`src/rtl/reg_arb_pkg.sv`:
```
// Shared types and constants for the two-master register-bus arbiter.
package reg_arb_pkg;

  typedef enum logic [1:0] {
    StIdle  = 2'd0,
    StIssue = 2'd1,
    StWait  = 2'd2,
    StAck   = 2'd3
  } arb_state_e;

  localparam logic M0 = 1'b0;
  localparam logic M1 = 1'b1;

  localparam int unsigned RdLatW = 3;

  function automatic logic [15:0] sat_inc16(input logic [15:0] v);
    return (v == 16'hFFFF) ? v : v + 16'd1;
  endfunction

endpackage

```
`src/rtl/reg_bus_arb2_rr_arb2.sv`:
```
// Combinational 2-way round-robin picker: on a tie the master that did not win last goes.
module rr_arb2
  import reg_arb_pkg::*;
(
  input  logic [1:0] req,
  input  logic       last_gnt,
  output logic       gnt_id,
  output logic       gnt_vld
);

  always_comb begin
    gnt_vld = |req;
    gnt_id  = M0;
    unique case (req)
      2'b01:   gnt_id = M0;
      2'b10:   gnt_id = M1;
      2'b11:   gnt_id = ~last_gnt;
      default: gnt_id = M0;
    endcase
  end

endmodule

```
`src/rtl/reg_bus_arb2.sv`:
```
// Round-robin sequencer sharing one register bus between m0 and m1.
// Define REG_ARB_STAT_EN to add saturating per-master ack counters m0_cnt/m1_cnt.
module reg_bus_arb2
  import reg_arb_pkg::*;
#(
  parameter int unsigned CPU_ADDR_WIDTH = 12,
  parameter int unsigned CPU_DATA_WIDTH = 32,
  parameter int unsigned RD_LAT         = 1
) (
  input  logic                      clks,
  input  logic                      reset,
  input  logic                      m0_req,
  input  logic                      m0_wr,
  input  logic [CPU_ADDR_WIDTH-1:0] m0_addr,
  input  logic [CPU_DATA_WIDTH-1:0] m0_wdata,
  output logic                      m0_ack,
  output logic [CPU_DATA_WIDTH-1:0] m0_rdata,
  input  logic                      m1_req,
  input  logic                      m1_wr,
  input  logic [CPU_ADDR_WIDTH-1:0] m1_addr,
  input  logic [CPU_DATA_WIDTH-1:0] m1_wdata,
  output logic                      m1_ack,
  output logic [CPU_DATA_WIDTH-1:0] m1_rdata,
`ifdef REG_ARB_STAT_EN
  output logic [15:0]               m0_cnt,
  output logic [15:0]               m1_cnt,
`endif
  output logic                      cpu_wr,
  output logic                      cpu_rd,
  output logic [CPU_ADDR_WIDTH-1:0] cpu_wr_addr,
  output logic [CPU_DATA_WIDTH-1:0] cpu_data_in,
  input  logic [CPU_DATA_WIDTH-1:0] cpu_data_out
);

  localparam logic [RdLatW-1:0] RdLatInit = RdLatW'(RD_LAT);
  localparam logic [RdLatW-1:0] CntOne    = RdLatW'(1);

  arb_state_e                state_q;
  logic                      last_gnt_q;
  logic                      id_q;
  logic                      wr_q;
  logic [RdLatW-1:0]         cnt_q;

  logic                      gnt_id;
  logic                      gnt_vld;
  logic                      sel_wr;
  logic [CPU_ADDR_WIDTH-1:0] sel_addr;
  logic [CPU_DATA_WIDTH-1:0] sel_wdata;

  rr_arb2 u_rr_arb2 (
    .req      ({m1_req, m0_req}),
    .last_gnt (last_gnt_q),
    .gnt_id   (gnt_id),
    .gnt_vld  (gnt_vld)
  );

  always_comb begin
    sel_wr    = m0_wr;
    sel_addr  = m0_addr;
    sel_wdata = m0_wdata;
    if (gnt_id == M1) begin
      sel_wr    = m1_wr;
      sel_addr  = m1_addr;
      sel_wdata = m1_wdata;
    end
  end

  // Bus fields are latched straight into the output registers when leaving IDLE.
  always_ff @(posedge clks or posedge reset) begin
    if (reset) begin
      state_q     <= StIdle;
      last_gnt_q  <= M1;
      id_q        <= M0;
      wr_q        <= 1'b0;
      cnt_q       <= '0;
      cpu_wr      <= 1'b0;
      cpu_rd      <= 1'b0;
      cpu_wr_addr <= '0;
      cpu_data_in <= '0;
      m0_ack      <= 1'b0;
      m1_ack      <= 1'b0;
      m0_rdata    <= '0;
      m1_rdata    <= '0;
    end else begin
      unique case (state_q)
        StIdle: begin
          if (gnt_vld) begin
            id_q        <= gnt_id;
            wr_q        <= sel_wr;
            cpu_wr_addr <= sel_addr;
            cpu_data_in <= sel_wdata;
            cpu_wr      <= sel_wr;
            cpu_rd      <= ~sel_wr;
            state_q     <= StIssue;
          end
        end
        StIssue: begin
          cpu_wr <= 1'b0;
          cpu_rd <= 1'b0;
          if (wr_q) begin
            state_q <= StAck;
            if (id_q == M1) begin
              m1_ack   <= 1'b1;
              m1_rdata <= '0;
            end else begin
              m0_ack   <= 1'b1;
              m0_rdata <= '0;
            end
          end else begin
            cnt_q   <= RdLatInit;
            state_q <= StWait;
          end
        end
        StWait: begin
          cnt_q <= cnt_q - CntOne;
          if (cnt_q == CntOne) begin
            state_q <= StAck;
            if (id_q == M1) begin
              m1_ack   <= 1'b1;
              m1_rdata <= cpu_data_out;
            end else begin
              m0_ack   <= 1'b1;
              m0_rdata <= cpu_data_out;
            end
          end
        end
        StAck: begin
          m0_ack     <= 1'b0;
          m1_ack     <= 1'b0;
          last_gnt_q <= id_q;
          state_q    <= StIdle;
        end
        default: state_q <= StIdle;
      endcase
    end
  end

`ifdef REG_ARB_STAT_EN
  always_ff @(posedge clks or posedge reset) begin
    if (reset) begin
      m0_cnt <= '0;
      m1_cnt <= '0;
    end else if (state_q == StAck) begin
      if (id_q == M1) m1_cnt <= sat_inc16(m1_cnt);
      else            m0_cnt <= sat_inc16(m0_cnt);
    end
  end
`endif

endmodule
```
`config.mk`:
```
export PLATFORM = sky130hd
export DESIGN_NAME = reg_bus_arb2
export DESIGN_NICKNAME = d
export VERILOG_FILES = /design/src/rtl/reg_arb_pkg.sv /design/src/rtl/reg_bus_arb2_rr_arb2.sv /design/src/rtl/reg_bus_arb2.sv
export SDC_FILE = /design/constraint.sdc
export NUM_CORES = 1
export LEC_CHECK = 0
export CORE_MARGIN = 5
export CORE_UTILIZATION = 45
export DETAILED_ROUTE_END_ITERATION = 7
export PLACE_DENSITY = 0.92
export SLEW_MARGIN = 5
export SYNTH_ARGS = -nofsm -noshare
export SYNTH_HDL_FRONTEND = slang
export SYNTH_HIERARCHICAL = 1
export SYNTH_SLANG_ARGS = --single-unit
```
`constraint.sdc`:
```
create_clock -name clks -period 7.92 [get_ports clks]
set_clock_uncertainty 0.1 [all_clocks]
set_input_delay 1.584 -clock clks [delete_from_list [all_inputs] [get_ports clks]]
set_output_delay 1.584 -clock clks [all_outputs]
set_load 0.02 [all_outputs]
```
==> impl_metrics.toml <==
[die]
rows = 39
die_h_um = 117
die-area_um2 = 13600
die_w_um = 117
core_region_area_um2 = 11300
io_pins = 238
start_util_pct = 45.4

[placement]
gp_congestion = 0.785
place_inst = 765
port_buffers = 237
dp_hpwl_um = 11700

[sta]
setup_violations = 0
drv_slew = 0
slew_headroom_pct = 43.9
hold_violations = 0
rsz0062_at_grt = "false"
fmax_mhz = 296
tightestPinTransition_ps = 841
fin_tns_setup_ps = 0
fin_crit_ps = 3380
post-route-period-util_pct = 42.7

[cells_and_area]
layout-drive-gt1-share_pct = 10.1
n_fill_cell = 740
layoutNonFillerInstCount = 797
final_nets = 774
syn2layout_area_growth_pct = 60.1
n_antenna_cell = 0

[grt]
grt.total_usage_pct = 23.8
antenna_found_initial = 0
first_global_vias = 4735
grt_pass1_wl_um = 24800
grt_remaining_overflow = 0
grt_max_degree = 90

[setup_path]
crit_required_ps = 8060
cp.arrival_ps = 3520
cp_cell_sequence = "clkdlybuf4s50_1, a21boi_4, buf_4, mux2i_1, o21ai_0"
crit_fanout = 35
slowest_delay_ps = 590
timing_worst_setup_path_type = "in2reg"
cp.buffers_inverters = 2
worstSetupStartpointType = "input pin"
r2r_start = "state_q[0]"
crit_slowest_cell = "buf_4"
startpoint = "m1_req"
critPathCaptureType = "flop"
crit_family = "buffers and inverters"

[synth]
ys_top_cells_by_count = "dfrtp_1 (119), nand2_1 (50), a32o_1 (48)"
synth_ff_type = "dfrtp_1"
synth_nets = 544
ys_seq_area_share_pct = 58.7
synth-seq-cells = 120
synth_warnings = 6
ys_async_sr_fraction_pct = 100
synth.avg_cell_area_um2 = 12.5
synth.most_common_cell = "dfrtp_1"
synth_top_area_share_pct = 58.2
synthesis.area_um2 = 5120
yosysTopAreaCell = "dfrtp_1"
synth_cells = 411
synth-edff-count = 0
synthTopCellsByArea = "dfrtp_1 (58%), a32o_1 (9.4%), mux2i_1 (8.8%)"
ys_types = 38

[worst_hold_path]
min_from = "cpu_wr_addr[7]"
min-delay-path-class = "reg2reg"

[routing]
drc_errors = 0
dr.pass1.iters = 5
drtAntennaViolNets = 0
wl_per_cell_um = 20.3
first_iter_violations = 390
vias = 4485
via_per_inst = 5.63
wirelength_um = 16200

[clock_network]
cts_resized = 0
cts_made_buffers = 17
cts.clk_slew.worst_paths_ps = 60
clock_latency_ps = 400
cts.sinks = 120
htree_levels = 4
post-cts-setup-buffers = 0
cts_buffer_depth = 2
post_cts_hold_buffer_count = 0
cts_tree = "built"
cts_root_buf = "clkbuf_16"

[pwr]
vdd.ir_drop.worst_mv = 0.214
power.leakage_nw = 3.56
power.density_nw_per_um2 = 431

[flow_run]
maxCapViolCount = 0

[outcome]
status = "finished, final reports clean"
worst paths after layout:
kind	endpoint	slack (ps)	depth (start not counted)
worst max-delay path	cpu_data_in[4]	4540	5
worst min-delay path	cpu_wr_addr[7]	380	2
worst max register to register	m1_rdata[20]	5480	7
worst min register to register	cpu_wr_addr[7]	380	2
max in group asynchronous	cpu_data_in[1]	4830	3
min in group asynchronous	m0_rdata[10]	1560	2
worst min-delay path, stage by stage, from the launching register on:
cell and delay (ps):
dfrtp_1 340, nand2_1 40, o21ai_0 60
power breakdown:
part           internal, mW  switching, mW
registers             0.884          0.169
logic                 0.772          0.913
clock network         0.514          0.284
area by class of cell:
cell class              count  area [µm²]  area share, %
well taps                 143         179           2.18
clock buffers              19         453           5.52
repair buffers            245        2430           29.7
clock inverters            13         169           2.06
inverters                   7        28.8          0.351
multi-input cells         250        1930           23.6
flip-flops and latches    120        3000           36.6
per-stage QoR:
| step | power (mW) | hold WS, ps | cell area (µm²) | worst slack [ps] | utilization [%] |
|---|---|---|---|---|---|
| floorplan | 2.00 | 356 | 5120 | 3050 | - |
| global placement | 2.67 | 360 | 7580 | 4230 | 67.2 |
| detailed placement | 2.75 | 375 | 7580 | 4140 | 67.2 |
| CTS | 3.57 | 389 | 8200 | 4560 | 72.7 |
| global route | 3.74 | 405 | 8200 | 4440 | 72.7 |
| finish | 3.54 | 382 | 8200 | 4540 | 72.7 |
registers in the layout (all words and copies together) (netlist names):
signal,flops
cnt_q,3
cpu_data_in,32
m1_ack,1
cpu_rd,1
last_gnt_q,1
cpu_wr,1
id_q,1
state_q,2
m0_rdata,32
cpu_wr_addr,12
wr_q,1
m1_rdata,32
m0_ack,1
kinds of logic (layout without fill, tap and decap cells):
family	Yosys count	in the layout	share of synthesized area (%)
AOI/OAI and AO/OA	129	129	20.3
adders and majority gates	7	7	1.71
buffers and inverters	41	284	4.18
DFF	120	120	58.7
muxes	47	47	9.24
and+or+nand+nor	67	67	5.89
metal layers:
metal | GRT usage, % | up-vias | wire [µm]
met1 | 27.9 | 2209 | 5950
li1 | - | 2003 | -
met3 | 10.2 | 28 | 2000
met5 | 0 | - | 0
met4 | 9.02 | 0 | 381
met2 | 38.9 | 245 | 7860
placed cells by master (no fill, tap or decap), drive strengths merged, types with 3 or more instances in the layout:
master	synthesis	layout
bufinv	0	3
clkdlybuf4s50	0	237
mux2i	45	45
clkinv	0	4
ha	7	7
a211oi	3	3
clkinvlp	0	4
a22o	6	6
a21oi	4	4
a2bb2oi	3	3
nor2b	3	3
o21ai	47	47
a32o	58	58
buf	20	8
nand2	50	50
clkbuf	14	19
inv	7	9
dfrtp	119	119
No activity file was read; power rests on OpenSTA's default activity.
==> RTL change, RTL diff (config.mk and constraints unchanged) <==
Build with the macro `REG_ARB_STAT_EN` defined.
--- a/src/rtl/reg_bus_arb2.sv
+++ b/src/rtl/reg_bus_arb2.sv
@@ -1,5 +1,7 @@
 // Round-robin sequencer sharing one register bus between m0 and m1.
 // Define REG_ARB_STAT_EN to add saturating per-master ack counters m0_cnt/m1_cnt.
+`define REG_ARB_STAT_EN
+
 module reg_bus_arb2
   import reg_arb_pkg::*;
 #(
Formal check against the unedited RTL (old outputs only; new: m0_cnt and m1_cnt): equivalent (Yosys induction, for registers that start in step).
==> RTL change against the unedited design <==
Cell area rose by 22%; total power rose by 5.5%; register-to-register slack got worse by 0.20 ns; critical path depth rose by 2; die area rose by 27%; synthesized area rose by 30%; wire length rose by 16%; global-route usage fell by 2.3 points; sequential cell count rose by 32; worst setup slack got worse by 0.0043 ns.
==> RTL change: results (changes against the unedited design) <==
qor: clock_network.post-cts-setup-buffers 0 [unchanged]
qor: clock_network.clock_tree.buffer_depth 2 [unchanged]
qor: outcome.outcome finished, final reports clean
qor: place.dp.final_hpwl 13.85 mm [+18%]
qor: detailed_routing.met1_length 6.805 mm [+14%]
qor: hold_path.hold_path.startpoint cpu_data_in[24]
qor: detailed_routing.top_layer met4
qor: place.setup_ws_pre_cts 4.103 ns [-0.03710 ns]
qor: worst_setup_path.critical_path_peak_fanout 46 [+31%]
qor: detailed_routing.met2_wire_length 9.696 mm [+23%]
qor: clock_network.cts_buffers 17 [unchanged]
qor: sta.hold_viol 0 [unchanged]
qor: worst_setup_path.max_stage_delay 0.62 ns [+0.03 ns]
qor: global_route.grt_antenna_before_repair 0 [unchanged]
qor: power_and_ir_drop.worst_ir_drop_vdd 242.0 uV [+13%]
qor: cells_and_area.layout-drive-gt1-share 5.550% [-4.5 points]
qor: detailed_routing.drt_wl_total 18.71 mm [+16%]
qor: synth.synthTopCellsByCount sky130_fd_sc_hd__nand2_1 (153), sky130_fd_sc_hd__dfrtp_1 (151), sky130_fd_sc_hd__o21ai_0 (70), sky130_fd_sc_hd__o21ai_1 (48), sky130_fd_sc_hd__mux2i_1 (46)
qor: global_route.grt_first_pass_wirelength 30.37 mm [+22%]
qor: worst_setup_path.path_delay_family buffers and inverters
qor: worst_setup_path.worst-endpoint-arrival 3.61 ns [+0.09 ns]
qor: synth.synth-warning-count 6 [unchanged]
qor: place.gp_congestion 0.8288 [+5.6%]
qor: power_and_ir_drop.leakage_power 0.004326 uW [+22%]
qor: global_route.grtUsageMet2 37.08% [-1.9 points]
qor: detailed_routing.wl_met3 1.860 mm [-7.1%]
qor: synth.post_synth_num_cell_types 43 [+13%]
qor: global_route.met3_usage 8.601% [-1.6 points]
qor: cells_and_area.fillCellCount 1075 [+45%]
qor: global_route.groute.layer.met1.usage 24.73% [-3.2 points]
qor: detailed_routing.detail_route.first_pass.iterations 4 [-1]
qor: global_route.first_global_vias 5871 [+24%]
qor: global_route.grt_max_degree 93 [+3.3%]
qor: sta.worstMarginPinSlew 1.044 ns [+0.2028 ns]
qor: place.buffer_ports.inserted 269 [+14%]
qor: synth.synth_seq_area_share 57.34% [-1.3 points]
qor: global_route.grt.total_usage 21.49% [-2.3 points]
qor: detailed_routing.avgViaCountPerCell 5.224 [-7.2%]
qor: synth.synth.top_cells.by_area sky130_fd_sc_hd__dfrtp_1 (57%), sky130_fd_sc_hd__nand2_1 (8.7%), sky130_fd_sc_hd__mux2i_1 (6.9%), sky130_fd_sc_hd__o21ai_0 (5.3%), sky130_fd_sc_hd__o21ai_1 (3.6%)
qor: synth.syn-num-nets 784 [+44%]
qor: cells_and_area.nets 1041 [+34%]
qor: detailed_routing.drt_iter0_drc 240 [-38%]
-- RTL change: logic make-up after synthesis --
family | Yosys count | synth area share, %
buffers and inverters | 44 | 2.866
AOI/OAI and AO/OA | 148 | 12.01
muxes | 50 | 7.618
adders and majority gates | 9 | 1.697
xor gates and xnor gates | 24 | 3.168
and+or+nand+nor | 222 | 15.29
DFF | 152 | 57.34
-- RTL change: layout make-up --
| class | count | area share [%] |
|---|---|---|
| Sequential cell | 152 | 37.90 |
| Inverter | 9 | 0.3863 |
| Multi-Input combinational cell | 453 | 26.46 |
| Tap cell | 184 | 2.293 |
| Clock buffer | 19 | 4.412 |
| Clock inverter | 13 | 1.433 |
| Timing Repair Buffer | 273 | 27.12 |
-- RTL change: metrics by stage --
stage / util, % / area, um^2 / instances / power [uW]
after global routing: 69.34 / 10040 / 1103 / 3969
after floorplan: - / 6635 / 649 / 2164
after CTS: 69.34 / 10040 / 1103 / 3772
after global placement: 65.29 / 9453 / 1071 / 2900
after detailed placement: 65.29 / 9453 / 1071 / 2963
final: 69.34 / 10040 / 1103 / 3732
-- RTL change: path summary, 6_finish.rpt --
path                       slack, ns  cells after the start               to
hold reg to reg                 0.38                      2  cpu_data_in[24]
min in group asynchronous       1.63                      2      m1_rdata[5]
hold / removal                  0.38                      2  cpu_data_in[24]
setup / recovery                4.54                      7           cpu_rd
setup reg to reg                5.28                      7     m0_rdata[15]
max in group asynchronous       4.82                      3     m1_rdata[15]
-- RTL change: power by group --
part | internal (uW) | total, uW | switching (uW)
combinational | 716 | 1680 | 960
sequential | 1070 | 1260 | 191
clock | 475 | 795 | 320
-- RTL change: worst min-delay path, stage by stage (launching register included) --
cell                      delay [ns]
sky130_fd_sc_hd__dfrtp_1        0.34
sky130_fd_sc_hd__nand2_1        0.04
sky130_fd_sc_hd__o21ai_0        0.06
